### src/rtl/bg_ocm_arbiter_if.sv
`default_nettype none
// ============================================================================
//  Module      : bg_ocm_arbiter_if
//  Description : Bundle of the background-memory arbiter's pixel, auxiliary
//                and memory-side signals. The "slave" modport is the arbiter.
//                The "master" modport is everything around it: color mapper,
//                game-logic readers and the vga_port memory.
//  Revision    : 1.0 - initial release
// ============================================================================
interface bg_ocm_arbiter_if #(
    parameter int ADDR_W = 16,
    parameter int DATA_W = 8,
    parameter int NREQ   = 4
);
    logic                     blank;
    logic [ADDR_W-1:0]        pix_addr;
    logic [DATA_W-1:0]        pix_data;
    logic                     pix_valid;
    logic [NREQ-1:0]          req;
    logic [NREQ*ADDR_W-1:0]   req_addr;
    logic [NREQ-1:0]          ack;
    logic [NREQ-1:0]          rsp_valid;
    logic [DATA_W-1:0]        rsp_data;
    logic [ADDR_W-1:0]        mem_addr;
    logic [DATA_W-1:0]        mem_rdata;

    modport master (
        output blank, pix_addr, req, req_addr, mem_rdata,
        input  pix_data, pix_valid, ack, rsp_valid, rsp_data, mem_addr
    );

    modport slave (
        input  blank, pix_addr, req, req_addr, mem_rdata,
        output pix_data, pix_valid, ack, rsp_valid, rsp_data, mem_addr
    );
endinterface
`default_nettype wire

### src/rtl/bg_ocm_arbiter.sv
`default_nettype none
// ============================================================================
//  Module      : bg_ocm_arbiter
//  Description : Shares the background on-chip memory read port between the
//                per-pixel fetch (absolute priority while blank=1) and NREQ
//                auxiliary readers, which are served round-robin during
//                blanking. A tag pipeline matched to RD_LAT routes each read
//                result back to its owner RD_LAT+1 cycles after the grant.
//  Revision    : 1.0 - initial release
// ============================================================================
module bg_ocm_arbiter #(
    parameter int ADDR_W = 16,
    parameter int DATA_W = 8,
    parameter int NREQ   = 4,
    parameter int RD_LAT = 2
) (
    input  wire logic         Clk,
    input  wire logic         Reset,
    bg_ocm_arbiter_if.slave   bus
);

    localparam int PTR_W = (NREQ > 1) ? $clog2(NREQ) : 1;

    // Issue stage: registered alongside mem_addr, describes the read now on the bus.
    logic [ADDR_W-1:0] r_mem_addr;
    logic [NREQ-1:0]   r_ack;
    logic [PTR_W-1:0]  r_rr_ptr;
    logic              r_iss_vld;
    logic              r_iss_pix;
    logic [PTR_W-1:0]  r_iss_idx;

    // RD_LAT-deep tag shift register following the issue stage.
    logic [RD_LAT-1:0] r_pipe_vld;
    logic [RD_LAT-1:0] r_pipe_pix;
    logic [PTR_W-1:0]  r_pipe_idx [RD_LAT];

    logic [DATA_W-1:0] r_pix_data;
    logic              r_pix_valid;
    logic [NREQ-1:0]   r_rsp_valid;
    logic [DATA_W-1:0] r_rsp_data;

    logic [NREQ-1:0]   w_elig;
    logic              w_found;
    logic [PTR_W-1:0]  w_win;
    logic [PTR_W-1:0]  w_idx;
    logic [NREQ-1:0]   w_grant;
    logic [ADDR_W-1:0] w_addr;

    // Round-robin search from rr_ptr+1; a requester granted last cycle is
    // masked out because it has not yet seen its ack and still holds req.
    always_comb begin
        w_elig  = bus.req & ~r_ack;
        w_found = 1'b0;
        w_win   = r_rr_ptr;
        w_idx   = '0;
        for (int k = 1; k <= NREQ; k++) begin
            w_idx = PTR_W'((int'(r_rr_ptr) + k) % NREQ);
            if (!w_found && w_elig[w_idx]) begin
                w_found = 1'b1;
                w_win   = w_idx;
            end
        end
        w_grant = NREQ'(1) << w_win;
        w_addr  = '0;
        for (int i = 0; i < NREQ; i++) begin
            if (w_win == PTR_W'(i)) begin
                w_addr = bus.req_addr[i*ADDR_W +: ADDR_W];
            end
        end
    end

    // Arbitration: pixel fetch wins whenever blank=1, otherwise one aux grant.
    // With nothing to issue the address bus holds and a NONE tag is issued.
    always_ff @(posedge Clk) begin
        if (Reset) begin
            r_mem_addr <= '0;
            r_ack      <= '0;
            r_rr_ptr   <= PTR_W'(NREQ - 1);
            r_iss_vld  <= 1'b0;
            r_iss_pix  <= 1'b0;
            r_iss_idx  <= '0;
        end else if (bus.blank) begin
            r_mem_addr <= bus.pix_addr;
            r_ack      <= '0;
            r_iss_vld  <= 1'b1;
            r_iss_pix  <= 1'b1;
            r_iss_idx  <= '0;
        end else if (w_found) begin
            r_mem_addr <= w_addr;
            r_ack      <= w_grant;
            r_rr_ptr   <= w_win;
            r_iss_vld  <= 1'b1;
            r_iss_pix  <= 1'b0;
            r_iss_idx  <= w_win;
        end else begin
            r_ack      <= '0;
            r_iss_vld  <= 1'b0;
            r_iss_pix  <= 1'b0;
        end
    end

    // Tag pipeline: the last stage lines up with mem_rdata being valid.
    // Clearing it on Reset drops every read already in flight.
    always_ff @(posedge Clk) begin
        if (Reset) begin
            r_pipe_vld <= '0;
            r_pipe_pix <= '0;
            for (int k = 0; k < RD_LAT; k++) begin
                r_pipe_idx[k] <= '0;
            end
        end else begin
            r_pipe_vld[0] <= r_iss_vld;
            r_pipe_pix[0] <= r_iss_pix;
            r_pipe_idx[0] <= r_iss_idx;
            for (int k = 1; k < RD_LAT; k++) begin
                r_pipe_vld[k] <= r_pipe_vld[k-1];
                r_pipe_pix[k] <= r_pipe_pix[k-1];
                r_pipe_idx[k] <= r_pipe_idx[k-1];
            end
        end
    end

    // Response capture: route mem_rdata to its owner; data registers hold
    // their last value between pulses.
    always_ff @(posedge Clk) begin
        if (Reset) begin
            r_pix_valid <= 1'b0;
            r_pix_data  <= '0;
            r_rsp_valid <= '0;
            r_rsp_data  <= '0;
        end else begin
            r_pix_valid <= r_pipe_vld[RD_LAT-1] & r_pipe_pix[RD_LAT-1];
            r_rsp_valid <= '0;
            if (r_pipe_vld[RD_LAT-1]) begin
                if (r_pipe_pix[RD_LAT-1]) begin
                    r_pix_data <= bus.mem_rdata;
                end else begin
                    r_rsp_valid <= NREQ'(1) << r_pipe_idx[RD_LAT-1];
                    r_rsp_data  <= bus.mem_rdata;
                end
            end
        end
    end

    assign bus.mem_addr  = r_mem_addr;
    assign bus.ack       = r_ack;
    assign bus.pix_valid = r_pix_valid;
    assign bus.pix_data  = r_pix_data;
    assign bus.rsp_valid = r_rsp_valid;
    assign bus.rsp_data  = r_rsp_data;

endmodule
`default_nettype wire
### src/flat_wrapper.sv
// flat-port wrapper written by rule: the top's interface ports become plain ports
module bg_ocm_arbiter_flat 
#(
    parameter int ADDR_W = 16,
    parameter int DATA_W = 8,
    parameter int NREQ   = 4,
    parameter int RD_LAT = 2
)
  (Clk, Reset, bus_blank, bus_pix_addr, bus_req, bus_req_addr, bus_mem_rdata, bus_pix_data, bus_pix_valid, bus_ack, bus_rsp_valid, bus_rsp_data, bus_mem_addr);
  bg_ocm_arbiter_if #(.ADDR_W(ADDR_W), .DATA_W(DATA_W), .NREQ(NREQ)) bus_i ();
  input  wire logic Clk;
  input  wire logic Reset;
  input wire logic [$bits(bus_i.blank)-1:0] bus_blank;
  input wire logic [$bits(bus_i.pix_addr)-1:0] bus_pix_addr;
  input wire logic [$bits(bus_i.req)-1:0] bus_req;
  input wire logic [$bits(bus_i.req_addr)-1:0] bus_req_addr;
  input wire logic [$bits(bus_i.mem_rdata)-1:0] bus_mem_rdata;
  output wire logic [$bits(bus_i.pix_data)-1:0] bus_pix_data;
  output wire logic [$bits(bus_i.pix_valid)-1:0] bus_pix_valid;
  output wire logic [$bits(bus_i.ack)-1:0] bus_ack;
  output wire logic [$bits(bus_i.rsp_valid)-1:0] bus_rsp_valid;
  output wire logic [$bits(bus_i.rsp_data)-1:0] bus_rsp_data;
  output wire logic [$bits(bus_i.mem_addr)-1:0] bus_mem_addr;
  assign bus_i.blank = bus_blank;
  assign bus_i.pix_addr = bus_pix_addr;
  assign bus_i.req = bus_req;
  assign bus_i.req_addr = bus_req_addr;
  assign bus_i.mem_rdata = bus_mem_rdata;
  assign bus_pix_data = bus_i.pix_data;
  assign bus_pix_valid = bus_i.pix_valid;
  assign bus_ack = bus_i.ack;
  assign bus_rsp_valid = bus_i.rsp_valid;
  assign bus_rsp_data = bus_i.rsp_data;
  assign bus_mem_addr = bus_i.mem_addr;
  bg_ocm_arbiter #(.ADDR_W(ADDR_W), .DATA_W(DATA_W), .NREQ(NREQ), .RD_LAT(RD_LAT)) u_core (.Clk(Clk), .Reset(Reset), .bus(bus_i));
endmodule
### config.mk
export PLATFORM = sky130hd
export DESIGN_NAME = bg_ocm_arbiter_flat
export DESIGN_NICKNAME = d
export VERILOG_FILES = /design/src/rtl/bg_ocm_arbiter_if.sv /design/src/rtl/bg_ocm_arbiter.sv /design/src/flat_wrapper.sv
export SDC_FILE = /design/constraint.sdc
export NUM_CORES = 1
export LEC_CHECK = 0
export CAP_MARGIN = 10
export CORE_MARGIN = 2
export CORE_UTILIZATION = 44
export CTS_CLUSTER_DIAMETER = 120
export CTS_CLUSTER_SIZE = 14
export DETAILED_ROUTE_END_ITERATION = 10
export PLACE_DENSITY = 0.79
export SLEW_MARGIN = 20
export SYNTH_ARGS = -nofsm -noshare
export SYNTH_HDL_FRONTEND = slang
export SYNTH_SLANG_ARGS = --single-unit
### constraint.sdc
create_clock -name Clk -period 2 [get_ports Clk]
set_input_delay 0.3 -clock Clk [delete_from_list [all_inputs] [get_ports Clk]]
set_output_delay 0.3 -clock Clk [all_outputs]
set_load 0.02 [all_outputs]
==> impl_metrics.csv <==
group,metric,value,unit
worst_setup_path,cp_slowest_cell,"clkdlybuf4s50_1",
die,die_area,8320,um^2
global_routing,grt.total_usage,0.247,
global_routing,grt_pass1_vias,3565,
placed_design,port_buffers,135,
die,num_rows,31,
worst_setup_path,max_stage_delay,0.51,ns
power,p_leak,2.00,nW
worst_setup_path,crit_chain,"clkdlybuf4s50_1 > or3b_1 > o211ai_1 > a22oi_4 > buf_12 > o311a_1 > o21ba_1",
clock_network,ctsHoldBuffers,0,
yosys,avgSynthCellArea,7.93,um^2
die,core_area,7290,um^2
layout,layout_commonest_cell,"clkdlybuf4s50_1",
route,viasPerCell,5.60,
route,drtAntennaViolNets,0,
timing,tightest_slew,0.514,ns
placed_design,routabilityCongestion,0.907,
timing,drv_slew,0,
timing,rsz0062_at_grt,"yes",
timing,fin_worst_skew,0.0132,ns
route,wire_per_inst,16.3,um
die,die_h,91.2,um
timing,hold_viol,0,
yosys,async_flop_share,0,
yosys,syn_area,3350,um^2
clock_network,cts_made_buffers,5,
worst_setup_path,cp.required,2.22,ns
worst_setup_path,crit_type,"input port to flop",
timing,timing.final.ws_setup,0.0261,ns
global_routing,grt_pass1_wl,17.0,mm
clock_network,path_clk_slew,0.11,ns
yosys,synth.distinct_cells,46,
layout,antenna_cells,0,
yosys,synth_top_cell_by_area,"dfxtp_1",
timing,slew_headroom,0.656,
layout,drive_gt1_frac,0.140,
status,outcome,"finished, final reports clean",
clock_network,cts-htree-levels,2,
timing,final.setup.tns,0,ns
placed_design,dpl_worst_slack,-0.462,ns
power,ir_drop,0.292,mV
route,vias,3721,
timing,min_period,1.97,ns
power,power,0.00319,W
power,power_density,607,nW/um^2
clock_network,clock-sinks,55,
global_routing,antenna_found_initial,0,
layout,final_util,0.721,
die,ios,136,
clock_network,worstSkewPairLatency,0.32,ns
yosys,synth_top_area_share,0.329,
worst_setup_path,critPathLaunchType,"input port",
layout,final_net_count,660,
worst_setup_path,r2r_setup_slack,0.08,ns
route,firstDrtPassIters,6,
layout,layout_common_cells,"clkdlybuf4s50_1, nand2_1, dfxtp_1",
route,drc,0,
layout,syn2layout_area_growth,57.2,%
timing,whs,0.443,ns
global_routing,grt-ovfl-total,0,
run,drv_cap,0,
yosys,synthTopCellsByArea,"dfxtp_1, o211ai_1, a211oi_1",
die,die_x,91.2,um
yosys,synth-seq-cells,55,
die,initial_utilization,0.459,
worst_setup_path,critPathMaxFanout,18,
timing,fmax,0.507,GHz
yosys,ys_seq_area_frac,0.329,
global_routing,grt_max_degree,28,
yosys,syn-num-nets,517,
clock_network,cts-root-buf,"clkbuf_8",
yosys,synth_top_flop_cell,"dfxtp_1",
timing,finalSetupViolations,0,
clock_network,cts_buffer_depth,2,
route,wl,10.8,mm
worst_hold_path,hp-class,"flop to flop",
yosys,netlist_instances,422,
yosys,synth_edf_count,0,
worst_setup_path,cp-end-kind,"flop",
yosys,synth_warnings,0,
route,drtIter0Drc,220,
worst_setup_path,cp_data_arrival_time,2.20,ns
placed_design,dp_hpwl,8.18,mm
timing,period_share,0.987,
clock_network,cts_tree,"done",
flip-flops by register name, indices dropped and copies added, names as in the netlist, 4 cells and up:
signal,count
u_core.bus.rsp_data,8
u_core.bus.pix_data,8
u_core.bus.ack,4
u_core.bus.mem_addr,16
u_core.bus.rsp_valid,4
u_core.r_pipe_idx,4
repair_timing:
action | in CTS | in global routing
cloned | 0 | 1
endpoints found under the setup margin | 16 | 18
gates resized for setup | 11 | 17
setup buffers | 0 | 1
pin swaps | 0 | 3
critical path: cells and delay by family:
family | cells | cell delay [ns]
compound gates | 4 | 0.79
buf+inv | 2 | 0.69
simple gates | 1 | 0.42
kinds of logic after synthesis:
kind of cell | after synthesis | synth area share
flip-flops | 55 | 0.329
AO/OA/AOI/OAI | 143 | 0.343
AND/OR/NAND/NOR | 148 | 0.228
buffers and inverters | 76 | 0.0998
synth_stat cells, types with 3 or more instances:
cell type and n:
nand3_1 10, nand2b_1 15, inv_1 38, nor2b_1 13, nand2_1 59, o21ai_0 6, and2_1 12, dfxtp_1 55
clkbuf_1 20, nor2_1 13, buf_1 3, a211oi_1 33, nand4_1 12, o211ai_1 35, a21oi_1 18, nor3_1 5
buf_6 4, buf_2 9, o31ai_1 3, a211o_1 12, a221o_1 3, a311oi_1 14, a221oi_2 3
report_power, final:
group	switching (W)	internal, W	total (W)	leakage (nW)
combinational	0.000599	0.000611	0.00121	1.49
sequential	0.0000484	0.00117	0.00122	0.451
clock	0.000386	0.000380	0.000766	0.0587
layer usage:
metal / wire length (um) / track usage / up-vias
met2: 5610 / 0.435 / 155
met3: 647 / 0.0274 / 13
li1: - / - / 1824
met5: 0 / 0 / -
met4: 123 / 0.0619 / 0
met1: 4450 / 0.321 / 1729
worst paths after layout:
kind                                                              to                          startpoint  cells after the start
worst min register to register    u_core.r_pipe_idx[0][2]$_SDFF_PP0_  u_core.r_pipe_idx[0][0]$_SDFF_PP0_                      1
worst max register to register   u_core.bus.mem_addr[4]$_SDFFE_PP0P_        u_core.bus.ack[1]$_SDFF_PP0_                      7
worst max-delay path            u_core.bus.mem_addr[12]$_SDFFE_PP0P_                          bus_req[3]                      7
worst min-delay path              u_core.r_pipe_idx[0][2]$_SDFF_PP0_  u_core.r_pipe_idx[0][0]$_SDFF_PP0_                      1
through the flow:
step,instances,area (um^2)
floorplan,422,3350
global route,665,5260
CTS,663,5150
detailed placement,655,4980
global placement,655,4980
finish,665,5260
area by class of cell:
class | count | area [um^2]
timing repair buffer | 174 | 1750
sequential | 55 | 1100
fill | 587 | 2030
inverter | 38 | 143
clock inverter | 3 | 47.5
clock buffer | 5 | 68.8
multi-input combinational | 291 | 2020
tap | 99 | 124
Note: power is estimated with default switching activity, not from simulation.
